File: src/rtl/alu_arbiter_if.sv
// Signal bundle between two requesters, the shared combinational ALU and the
// response consumer; the arbiter side uses the slave modport.
interface alu_arbiter_if;
    logic        req0_valid;
    logic        req0_ready;
    logic [31:0] req0_a;
    logic [31:0] req0_b;
    logic [4:0]  req0_sel;
    logic        req1_valid;
    logic        req1_ready;
    logic [31:0] req1_a;
    logic [31:0] req1_b;
    logic [4:0]  req1_sel;
    logic [31:0] alu_a;
    logic [31:0] alu_b;
    logic [4:0]  alu_sel;
    logic [63:0] alu_out;
    logic        rsp_valid;
    logic        rsp_ready;
    logic        rsp_id;
    logic [63:0] rsp_data;
    logic        rsp_err;

    modport slave (
        input  req0_valid, req0_a, req0_b, req0_sel,
        input  req1_valid, req1_a, req1_b, req1_sel,
        input  alu_out, rsp_ready,
        output req0_ready, req1_ready, alu_a, alu_b, alu_sel,
        output rsp_valid, rsp_id, rsp_data, rsp_err
    );

    modport master (
        output req0_valid, req0_a, req0_b, req0_sel,
        output req1_valid, req1_a, req1_b, req1_sel,
        output alu_out, rsp_ready,
        input  req0_ready, req1_ready, alu_a, alu_b, alu_sel,
        input  rsp_valid, rsp_id, rsp_data, rsp_err
    );
endinterface

File: src/rtl/alu_arbiter.sv
// Round-robin sequencer sharing one combinational ALU between two requesters;
// holds operands for a settle window and returns the captured result.
module alu_arbiter #(
    parameter int unsigned SETTLE_CYCLES = 1,
    parameter int unsigned MAX_SEL       = 14
) (
    input  logic         clk,
    input  logic         rst_n,
    alu_arbiter_if.slave bus
);
    localparam logic [1:0] ST_IDLE  = 2'd0;
    localparam logic [1:0] ST_ISSUE = 2'd1;
    localparam logic [1:0] ST_RESP  = 2'd2;
    localparam int unsigned CNT_W = (SETTLE_CYCLES > 1) ? $clog2(SETTLE_CYCLES) : 1;
    localparam logic [CNT_W-1:0] CNT_LAST = CNT_W'(SETTLE_CYCLES - 1);

    function automatic logic sel_illegal(input logic [4:0] sel);
        return (sel > 5'(MAX_SEL));
    endfunction

    logic [1:0]       state_q, state_d;
    logic             prio_q, prio_d;
    logic [CNT_W-1:0] cnt_q, cnt_d;
    logic [31:0]      alu_a_q, alu_a_d;
    logic [31:0]      alu_b_q, alu_b_d;
    logic [4:0]       alu_sel_q, alu_sel_d;
    logic             rsp_id_q, rsp_id_d;
    logic [63:0]      rsp_data_q, rsp_data_d;
    logic             rsp_err_q, rsp_err_d;
    logic             grant0_s, grant1_s;
    logic [31:0]      pick_a_s, pick_b_s;
    logic [4:0]       pick_sel_s;

    // Grant decision; ready is withheld while reset is asserted
    always_comb begin
        grant0_s = 1'b0;
        grant1_s = 1'b0;
        if (rst_n && (state_q == ST_IDLE)) begin
            if (bus.req0_valid && bus.req1_valid) begin
                grant0_s = ~prio_q;
                grant1_s = prio_q;
            end else begin
                grant0_s = bus.req0_valid;
                grant1_s = bus.req1_valid;
            end
        end else begin
            grant0_s = 1'b0;
            grant1_s = 1'b0;
        end
    end

    // Operand mux for the granted requester
    always_comb begin
        pick_a_s   = bus.req0_a;
        pick_b_s   = bus.req0_b;
        pick_sel_s = bus.req0_sel;
        if (grant1_s) begin
            pick_a_s   = bus.req1_a;
            pick_b_s   = bus.req1_b;
            pick_sel_s = bus.req1_sel;
        end else begin
            pick_a_s   = bus.req0_a;
            pick_b_s   = bus.req0_b;
            pick_sel_s = bus.req0_sel;
        end
    end

    // Next-state logic for the IDLE/ISSUE/RESP sequencer
    always_comb begin
        state_d    = state_q;
        prio_d     = prio_q;
        cnt_d      = cnt_q;
        alu_a_d    = alu_a_q;
        alu_b_d    = alu_b_q;
        alu_sel_d  = alu_sel_q;
        rsp_id_d   = rsp_id_q;
        rsp_data_d = rsp_data_q;
        rsp_err_d  = rsp_err_q;
        case (state_q)
            ST_IDLE: begin
                if (grant0_s || grant1_s) begin
                    rsp_id_d = grant1_s;
                    prio_d   = grant0_s;
                    cnt_d    = '0;
                    // Illegal opcodes bypass the ALU so its inputs stay untouched
                    if (sel_illegal(pick_sel_s)) begin
                        rsp_err_d  = 1'b1;
                        rsp_data_d = 64'h0;
                        state_d    = ST_RESP;
                    end else begin
                        alu_a_d   = pick_a_s;
                        alu_b_d   = pick_b_s;
                        alu_sel_d = pick_sel_s;
                        state_d   = ST_ISSUE;
                    end
                end else begin
                    state_d = ST_IDLE;
                end
            end
            ST_ISSUE: begin
                if (cnt_q == CNT_LAST) begin
                    rsp_data_d = bus.alu_out;
                    rsp_err_d  = 1'b0;
                    state_d    = ST_RESP;
                end else begin
                    cnt_d = cnt_q + CNT_W'(1);
                end
            end
            ST_RESP: begin
                if (bus.rsp_ready) begin
                    state_d = ST_IDLE;
                end else begin
                    state_d = ST_RESP;
                end
            end
            default: state_d = ST_IDLE;
        endcase
    end

    // State and output registers
    always_ff @(posedge clk or negedge rst_n) begin
        if (!rst_n) begin
            state_q    <= ST_IDLE;
            prio_q     <= 1'b0;
            cnt_q      <= '0;
            alu_a_q    <= 32'h0;
            alu_b_q    <= 32'h0;
            alu_sel_q  <= 5'h0;
            rsp_id_q   <= 1'b0;
            rsp_data_q <= 64'h0;
            rsp_err_q  <= 1'b0;
        end else begin
            state_q    <= state_d;
            prio_q     <= prio_d;
            cnt_q      <= cnt_d;
            alu_a_q    <= alu_a_d;
            alu_b_q    <= alu_b_d;
            alu_sel_q  <= alu_sel_d;
            rsp_id_q   <= rsp_id_d;
            rsp_data_q <= rsp_data_d;
            rsp_err_q  <= rsp_err_d;
        end
    end

    assign bus.req0_ready = grant0_s;
    assign bus.req1_ready = grant1_s;
    assign bus.alu_a      = alu_a_q;
    assign bus.alu_b      = alu_b_q;
    assign bus.alu_sel    = alu_sel_q;
    assign bus.rsp_valid  = (state_q == ST_RESP);
    assign bus.rsp_id     = rsp_id_q;
    assign bus.rsp_data   = rsp_data_q;
    assign bus.rsp_err    = rsp_err_q;
endmodule

File: src/flat_wrapper.sv
// flat-port wrapper written by rule: the top's interface ports become plain ports
module alu_arbiter_flat 
#(
    parameter int unsigned SETTLE_CYCLES = 1,
    parameter int unsigned MAX_SEL       = 14
)
  (clk, rst_n, bus_req0_valid, bus_req0_a, bus_req0_b, bus_req0_sel, bus_req1_valid, bus_req1_a, bus_req1_b, bus_req1_sel, bus_alu_out, bus_rsp_ready, bus_req0_ready, bus_req1_ready, bus_alu_a, bus_alu_b, bus_alu_sel, bus_rsp_valid, bus_rsp_id, bus_rsp_data, bus_rsp_err);
  alu_arbiter_if bus_i ();
  input  logic clk;
  input  logic rst_n;
  input wire logic [$bits(bus_i.req0_valid)-1:0] bus_req0_valid;
  input wire logic [$bits(bus_i.req0_a)-1:0] bus_req0_a;
  input wire logic [$bits(bus_i.req0_b)-1:0] bus_req0_b;
  input wire logic [$bits(bus_i.req0_sel)-1:0] bus_req0_sel;
  input wire logic [$bits(bus_i.req1_valid)-1:0] bus_req1_valid;
  input wire logic [$bits(bus_i.req1_a)-1:0] bus_req1_a;
  input wire logic [$bits(bus_i.req1_b)-1:0] bus_req1_b;
  input wire logic [$bits(bus_i.req1_sel)-1:0] bus_req1_sel;
  input wire logic [$bits(bus_i.alu_out)-1:0] bus_alu_out;
  input wire logic [$bits(bus_i.rsp_ready)-1:0] bus_rsp_ready;
  output wire logic [$bits(bus_i.req0_ready)-1:0] bus_req0_ready;
  output wire logic [$bits(bus_i.req1_ready)-1:0] bus_req1_ready;
  output wire logic [$bits(bus_i.alu_a)-1:0] bus_alu_a;
  output wire logic [$bits(bus_i.alu_b)-1:0] bus_alu_b;
  output wire logic [$bits(bus_i.alu_sel)-1:0] bus_alu_sel;
  output wire logic [$bits(bus_i.rsp_valid)-1:0] bus_rsp_valid;
  output wire logic [$bits(bus_i.rsp_id)-1:0] bus_rsp_id;
  output wire logic [$bits(bus_i.rsp_data)-1:0] bus_rsp_data;
  output wire logic [$bits(bus_i.rsp_err)-1:0] bus_rsp_err;
  assign bus_i.req0_valid = bus_req0_valid;
  assign bus_i.req0_a = bus_req0_a;
  assign bus_i.req0_b = bus_req0_b;
  assign bus_i.req0_sel = bus_req0_sel;
  assign bus_i.req1_valid = bus_req1_valid;
  assign bus_i.req1_a = bus_req1_a;
  assign bus_i.req1_b = bus_req1_b;
  assign bus_i.req1_sel = bus_req1_sel;
  assign bus_i.alu_out = bus_alu_out;
  assign bus_i.rsp_ready = bus_rsp_ready;
  assign bus_req0_ready = bus_i.req0_ready;
  assign bus_req1_ready = bus_i.req1_ready;
  assign bus_alu_a = bus_i.alu_a;
  assign bus_alu_b = bus_i.alu_b;
  assign bus_alu_sel = bus_i.alu_sel;
  assign bus_rsp_valid = bus_i.rsp_valid;
  assign bus_rsp_id = bus_i.rsp_id;
  assign bus_rsp_data = bus_i.rsp_data;
  assign bus_rsp_err = bus_i.rsp_err;
  alu_arbiter #(.SETTLE_CYCLES(SETTLE_CYCLES), .MAX_SEL(MAX_SEL)) u_core (.clk(clk), .rst_n(rst_n), .bus(bus_i));
endmodule
File: config.mk
export PLATFORM = sky130hd
export DESIGN_NAME = alu_arbiter_flat
export DESIGN_NICKNAME = d
export VERILOG_FILES = /design/src/rtl/alu_arbiter_if.sv /design/src/rtl/alu_arbiter.sv /design/src/flat_wrapper.sv
export SDC_FILE = /design/constraint.sdc
export NUM_CORES = 1
export LEC_CHECK = 0
export BUFFER_PORTS_ARGS = -buffer_cell sky130_fd_sc_hd__buf_4
export CAP_MARGIN = 5
export CORE_AREA = 2 2 132 134
export DETAILED_ROUTE_END_ITERATION = 16
export DIE_AREA = 0 0 134 136
export PLACE_DENSITY = 0.67
export SYNTH_ARGS = -nofsm -noshare
export SYNTH_HDL_FRONTEND = slang
export SYNTH_SLANG_ARGS = --single-unit
File: constraint.sdc
create_clock -name clk -period 5.2 [get_ports clk]
set_input_delay 1.04 -clock clk [delete_from_list [all_inputs] [get_ports clk]]
set_output_delay 1.04 -clock clk [all_outputs]
set_load 0.01 [all_outputs]
==> results of run 1 <==
-- layer usage --
metal,vias to the layer above,wire [um],track usage [%]
met2,210,8590,31.1
met5,-,0,0
met1,2171,6810,22.4
met4,0,379,6.56
met3,27,1330,5.74
li1,2136,-,-
-- worst min path at each step --
stage	slack (ns)	end	cells after the start	start
after CTS	0.50	u_core.prio_q	1	u_core.prio_q
after detailed placement	0.48	u_core.bus.rsp_data[22]	1	u_core.bus.rsp_data[22]
after global routing	0.51	u_core.bus.rsp_data[15]	1	u_core.bus.rsp_data[15]
final	0.50	u_core.prio_q	1	u_core.prio_q
after floorplan	0.46	u_core.prio_q	1	u_core.prio_q
after global placement	0.47	u_core.prio_q	1	u_core.prio_q
-- kinds of logic after synthesis --
group / synth area share (%)
buffers and inverters: 3.44
muxes: 26.0
and+or+nand+nor: 1.29
DFF: 58.6
AOI/OAI and AO/OA: 10.7
-- worst max-delay path, stage by stage --
cell and delay, ns:
buf_6 0.30, nor3b_2 0.46, nand4_1 0.35, a21oi_4 0.22, buf_4 0.69, mux2_2 0.42
-- power by group through the flow --
stage               Clock (mW)  Combinational (mW)  Sequential (mW)
global route              1.31                2.00             1.90
finish                    1.24                1.87             1.84
CTS                       1.26                1.91             1.85
global placement             0                1.86             1.84
detailed placement           0                1.91             1.85
floorplan                    0               0.632             2.03
-- cell usage in the layout (no fill, tap or decap), types with 2 or more instances in the layout --
| master | count |
|---|---|
| nand2b_1 | 2 |
| nand2_1 | 3 |
| clkbuf_16 | 17 |
| o21ai_0 | 2 |
| buf_4 | 349 |
| clkinv_2 | 2 |
| bufinv_16 | 3 |
| inv_6 | 5 |
| mux2_2 | 136 |
| dfrtp_1 | 138 |
| clkinvlp_4 | 3 |
| a22o_1 | 64 |
| inv_1 | 3 |
-- stage by stage --
step | setup slack [ns] | util, %
floorplan | 2.31 | -
global placement | 1.61 | 51.3
detailed placement | 1.47 | 51.3
CTS | 1.90 | 54.9
global route | 1.73 | 54.9
finish | 1.94 | 54.9
-- cell type report --
cell class | instances | share of cell area [%]
Sequential cell | 138 | 37.3
Timing Repair Buffer | 350 | 28.4
Multi-Input combinational cell | 222 | 24.6
Clock buffer | 18 | 4.74
Tap cell | 225 | 3.04
Clock inverter | 13 | 1.80
Inverter | 3 | 0.122
-- registers in the layout (all words and copies together) (netlist names) --
signal and flops:
u_core.bus.alu_sel 5, u_core.bus.rsp_data 64, u_core.bus.rsp_id 1, u_core.bus.rsp_err 1
u_core.bus.alu_a 32, u_core.prio_q 1, u_core.state_q 2, u_core.bus.alu_b 32
==> impl_metrics.env, run 1 <==
export IMPL_fill_cells=1451
export IMPL_yosysTopAreaCellShare_pct=58.6
export IMPL_detail_route_iter0_violations=162
export IMPL_die_width_um=134
export IMPL_total_power_mw=4.95
export IMPL_root_buf_cell="clkbuf_16"
export IMPL_setup_viol=0
export IMPL_synth_nets=598
export IMPL_synth_cells=391
export IMPL_num_rows=48
export IMPL_final_antenna_net_count=0
export IMPL_grt_setup_unrepaired="no"
export IMPL_min_period_over_period_pct=62.8
export IMPL_initial_core_util_pct=34.9
export IMPL_timing_rr_end="u_core.bus.alu_b[1]"
export IMPL_synth_yosys_warnings=0
export IMPL_setup_worst_path_start="rst_n"
export IMPL_internal_power_mw=3.43
export IMPL_post_dp_cell_area_um2=8660
export IMPL_finalSetupTns_ns=0
export IMPL_routed_wire_length_per_instance_um=17.7
export IMPL_grt_pass1_wl_um=25800
export IMPL_ff_latch_area_um2=3450
export IMPL_r2r_start="u_core.state_q[1]"
export IMPL_drc=0
export IMPL_cts_made_buffers=17
export IMPL_switching_power_mw=1.52
export IMPL_switching_share_pct=30.7
export IMPL_leakagePower_nw=4.62
export IMPL_synth_cell_area_um2=5900
export IMPL_max_freq_mhz=306
export IMPL_headroom_to_the_max_slew_limit_pct=41.1
export IMPL_cp_required_ns=5.49
export IMPL_p_seq_share_pct=37.2
export IMPL_yosys_cell_count_top_type="dfrtp_1"
export IMPL_tightestPinTransition_ns=0.884
export IMPL_run_status="finished clean"
export IMPL_crit_path_end_kind="flip-flop"
export IMPL_finalClockSkew_ns=0.00588
export IMPL_hold_path_class="flip-flop to flip-flop"
export IMPL_gpl_final_weighted_congestion=0.823
export IMPL_worst_setup_path_start_kind="input pin"
export IMPL_antenna_found_initial=0
export IMPL_critPathMaxFanout=69
export IMPL_final_layout_size_suffix_gt1_share_pct=70.3
export IMPL_setup_worst_path_end="u_core.bus.alu_b[1]"
export IMPL_die_area_um2=18200
export IMPL_total_of_hold_buffers_inserted_after_clock_tree_synthesis=0
export IMPL_dieHeight_um=136
export IMPL_total_of_flip_flops_plus_latches_after_synthesis=138
export IMPL_comb_power_share_pct=37.8
export IMPL_cts_reportedPaths_clkPinSlew_ns=0.06
export IMPL_power_density_cell_area_nw_per_um2=535
export IMPL_max_cap_viol_count=0
export IMPL_area_delta_synth_final_pct=57.1
export IMPL_numPortBuffers=344
export IMPL_postLayoutCellArea_um2=9260
export IMPL_htree_levels=4
export IMPL_reg2regPathDepth=5
export IMPL_multi_input_gate_area_um2=2280
export IMPL_boundaryPins=345
export IMPL_largest_net_degree_at_the_start_of_global_routing=70
export IMPL_finalMaxSlewViolations=0
export IMPL_first_global_vias=4754
export IMPL_async_reset_ff_share_pct=100
export IMPL_clkLatencyLatePin_ns=0.42
export IMPL_synth_top_cells_by_area="dfrtp_1 59%, mux2_2 26%, a22o_1 9.5%"
export IMPL_critPathArrivalTime_ns=3.56
export IMPL_synth_largest_area_cell="dfrtp_1"
export IMPL_overall_overflow_remaining_after_global_route=0
export IMPL_stdcell_count=969
export IMPL_drt_first_pass_iters=4
export IMPL_synth_top_cells_by_count="138 x dfrtp_1, 136 x mux2_2, 64 x a22o_1, 8 x clkbuf_1"
export IMPL_postSynthAreaPerCell_um2=15.1
export IMPL_r2r_slack_ns=2.52
export IMPL_placeableCoreArea_um2=16900
export IMPL_synth_cell_type_count=25
export IMPL_post_place_cells=938
export IMPL_yosys_most_used_dff="dfrtp_1"
export IMPL_groute_usage_overall_pct=18.4
export IMPL_post_drt_via_cell_ratio=4.69
export IMPL_power_share_clock_pct=25.0
export IMPL_antenna_cells=0
export IMPL_synth_edf_count=0
export IMPL_ctsLongestPathBuffers=2
export IMPL_cts_tree="built"
export IMPL_cts_resized=0
export IMPL_synth_seq_area_share_pct=58.6
export IMPL_dp_hpwl_um=12900
export IMPL_hold_worst_slack_ns=0.499
export IMPL_finish_net_count=939
export IMPL_timing_hold_violations_final=0
export IMPL_vdd_drop_max_v=0.000233
export IMPL_tritoncts_num_sinks=138
export IMPL_setup_worst_path_class="input pin to flip-flop"
export IMPL_final_period_minus_worst_setup_slack_ns=3.26
export IMPL_post_cts_repair_setup_buffers=0
export IMPL_total_via_count_in_the_routed_design=4544
export IMPL_finalWirelength_um=17100
(Power assumes the default switching activity.)
==> inputs of run 2 (changes only) <==
Settings changed: CORE_AREA 2 2 132 134 to 2 2 134 136, DIE_AREA 0 0 134 136 to 0 0 136 138, PLACE_DENSITY 0.67 to 0.65.
Clock period 5.2 ns to 3.3 ns, I/O delays scaled along.
==> run 2 against run 1 <==
Worst setup slack worse by 1.4 ns. Via count up 1.7%. Sequential share of layout area down 0.20 points. Cell count up 0.83%. Final area up 0.54%. Register-to-register slack worse by 1.6 ns. Total power up 57%. Clock skew up 0.0028 ns. Sequential power up 57%. Worst hold slack worse by 0.067 ns. Highest routed layer is now met5.
==> impl_metrics.env, run 2 (synthesized netlist as in run 1, its figures left out) <==
export IMPL_run_status="finished clean"
export IMPL_vdd_drop_max_v=0.000358
export IMPL_post_cts_repair_setup_buffers=0
export IMPL_finalWirelength_um=17200
export IMPL_critPathArrivalTime_ns=2.08
export IMPL_detail_route_iter0_violations=191
export IMPL_groute_usage_overall_pct=18.0
export IMPL_fill_cells=1508
export IMPL_grt_pass1_wl_um=25800
export IMPL_timing_hold_violations_final=0
export IMPL_final_layout_size_suffix_gt1_share_pct=70.3
export IMPL_final_common_cell="buf_4"
export IMPL_finalClockSkew_ns=0.00869
export IMPL_dp_hpwl_um=13000
export IMPL_cts_made_buffers=17
export IMPL_cp_buffers_inverters=2
export IMPL_gpl_final_weighted_congestion=0.819
export IMPL_cp_slowest_cell="nand3_4"
export IMPL_final_period_minus_worst_setup_slack_ns=2.74
export IMPL_first_global_vias=4786
export IMPL_critPathMaxFanout=34
export IMPL_clkLatencyLatePin_ns=0.42
export IMPL_routed_wire_length_per_instance_um=17.6
export IMPL_cts_reportedPaths_clkPinSlew_ns=0.06
export IMPL_drc=0
export IMPL_root_buf_cell="clkbuf_16"
export IMPL_num_rows=49
export IMPL_post_dp_cell_area_um2=8720
export IMPL_antenna_found_initial=1
export IMPL_crit_path_end_kind="primary output"
export IMPL_cp_required_ns=2.64
export IMPL_boundaryPins=345
export IMPL_die_area_um2=18800
export IMPL_final_antenna_net_count=0
export IMPL_postLayoutCellArea_um2=9310
export IMPL_max_freq_mhz=366
export IMPL_ff_latch_area_um2=3450
export IMPL_most_common_layout_cells="349 x buf_4, 138 x dfrtp_1, 136 x mux2_2"
export IMPL_ctsLongestPathBuffers=2
export IMPL_overall_overflow_remaining_after_global_route=0
export IMPL_power_density_cell_area_nw_per_um2=836
export IMPL_headroom_to_the_max_slew_limit_pct=41.3
export IMPL_area_delta_synth_final_pct=57.9
export IMPL_setup_worst_path_class="flip-flop to primary output"
export IMPL_multi_input_gate_area_um2=2280
export IMPL_min_period_over_period_pct=82.9
export IMPL_htree_levels=4
export IMPL_total_via_count_in_the_routed_design=4622
export IMPL_crit_path_cell_trace="nor3b_2, nand3_4, inv_1, buf_4"
export IMPL_top_delay_family_on_crit_path="simple AND/OR/NAND/NOR gates"
export IMPL_finish_net_count=942
export IMPL_worst_setup_path_start_kind="flip-flop"
export IMPL_dieHeight_um=138
export IMPL_total_of_hold_buffers_inserted_after_clock_tree_synthesis=0
export IMPL_initial_core_util_pct=33.6
export IMPL_tightestPinTransition_ns=0.881
export IMPL_cts_tree="built"
export IMPL_largest_register_ff_count=64
export IMPL_setup_viol=0
export IMPL_drt_first_pass_iters=4
export IMPL_leakagePower_nw=4.65
export IMPL_finalMaxSlewViolations=0
export IMPL_placeableCoreArea_um2=17500
export IMPL_hold_path_class="input pin to asynchronous set/reset pin"
export IMPL_max_cap_viol_count=0
export IMPL_post_drt_via_cell_ratio=4.73
export IMPL_largest_net_degree_at_the_start_of_global_routing=74
export IMPL_slowest_delay_ns=0.51
export IMPL_grt_setup_unrepaired="no"
export IMPL_finalSetupTns_ns=0
export IMPL_die_width_um=136
export IMPL_numPortBuffers=344
export IMPL_cts_resized=0
export IMPL_tritoncts_num_sinks=138
export IMPL_antenna_cells=0
## run 2: cell count changes in the layout (fill, tap and decap cells not counted), sizes merged
cell,change
buf,+3
bufinv,-1
clkinv,+3
clkinvlp,-2
inv,+1
## run 2: final cells by class
type | instances | share of cell area, %
Clock buffer | 18 | 4.61
Clock inverter | 14 | 1.73
Inverter | 3 | 0.121
Multi-Input combinational cell | 222 | 24.5
Sequential cell | 138 | 37.1
Tap cell | 229 | 3.08
Timing Repair Buffer | 353 | 28.9
## run 2: routing by layer
layer  global-route usage [%]  wire length, um  part of all wire, %
met5                        0               13                0.076
met3                     5.50             1570                  9.1
met1                     20.5             6470                   38
met4                     7.68              433                  2.5
met2                     30.9             8720                   51
## run 2: path summary, 6_finish.rpt
path / start / endpoint / slack [ns] / cells after the start
worst max register to register: u_core.state_q[1] / u_core.bus.alu_b[20] / 0.90 / 5
worst min register to register: u_core.bus.rsp_id / u_core.bus.rsp_id / 0.49 / 2
max in group asynchronous: rst_n / u_core.bus.rsp_data[30] / 1.49 / 3
min in group clk: bus_rsp_ready / u_core.state_q[1] / 0.44 / 2
worst min-delay path: rst_n / u_core.bus.alu_b[9] / 0.43 / 2
worst max-delay path: u_core.state_q[1] / bus_req1_ready / 0.56 / 4
## run 2: through the flow
step                      hold WS (ns)  cells  utilization (%)  power, mW  setup WS (ns)
final                            0.432    977             53.1       7.78          0.565
after global routing             0.427    977             53.1       8.20          0.445
after CTS                        0.424    977             53.1       7.89          0.517
after detailed placement         0.479    945             49.7       5.95          0.610
after global placement           0.476    945             49.7       5.88          0.647
after floorplan                  0.364    391                -       4.20           1.17
## run 2: where the power goes
group	leakage (nW)	internal, mW	total, mW	switching (mW)
clock	0.289	1.13	1.90	0.765
combinational	2.63	1.76	2.99	1.23
sequential	1.73	2.45	2.89	0.445
total	4.65	5.34	7.78	2.44
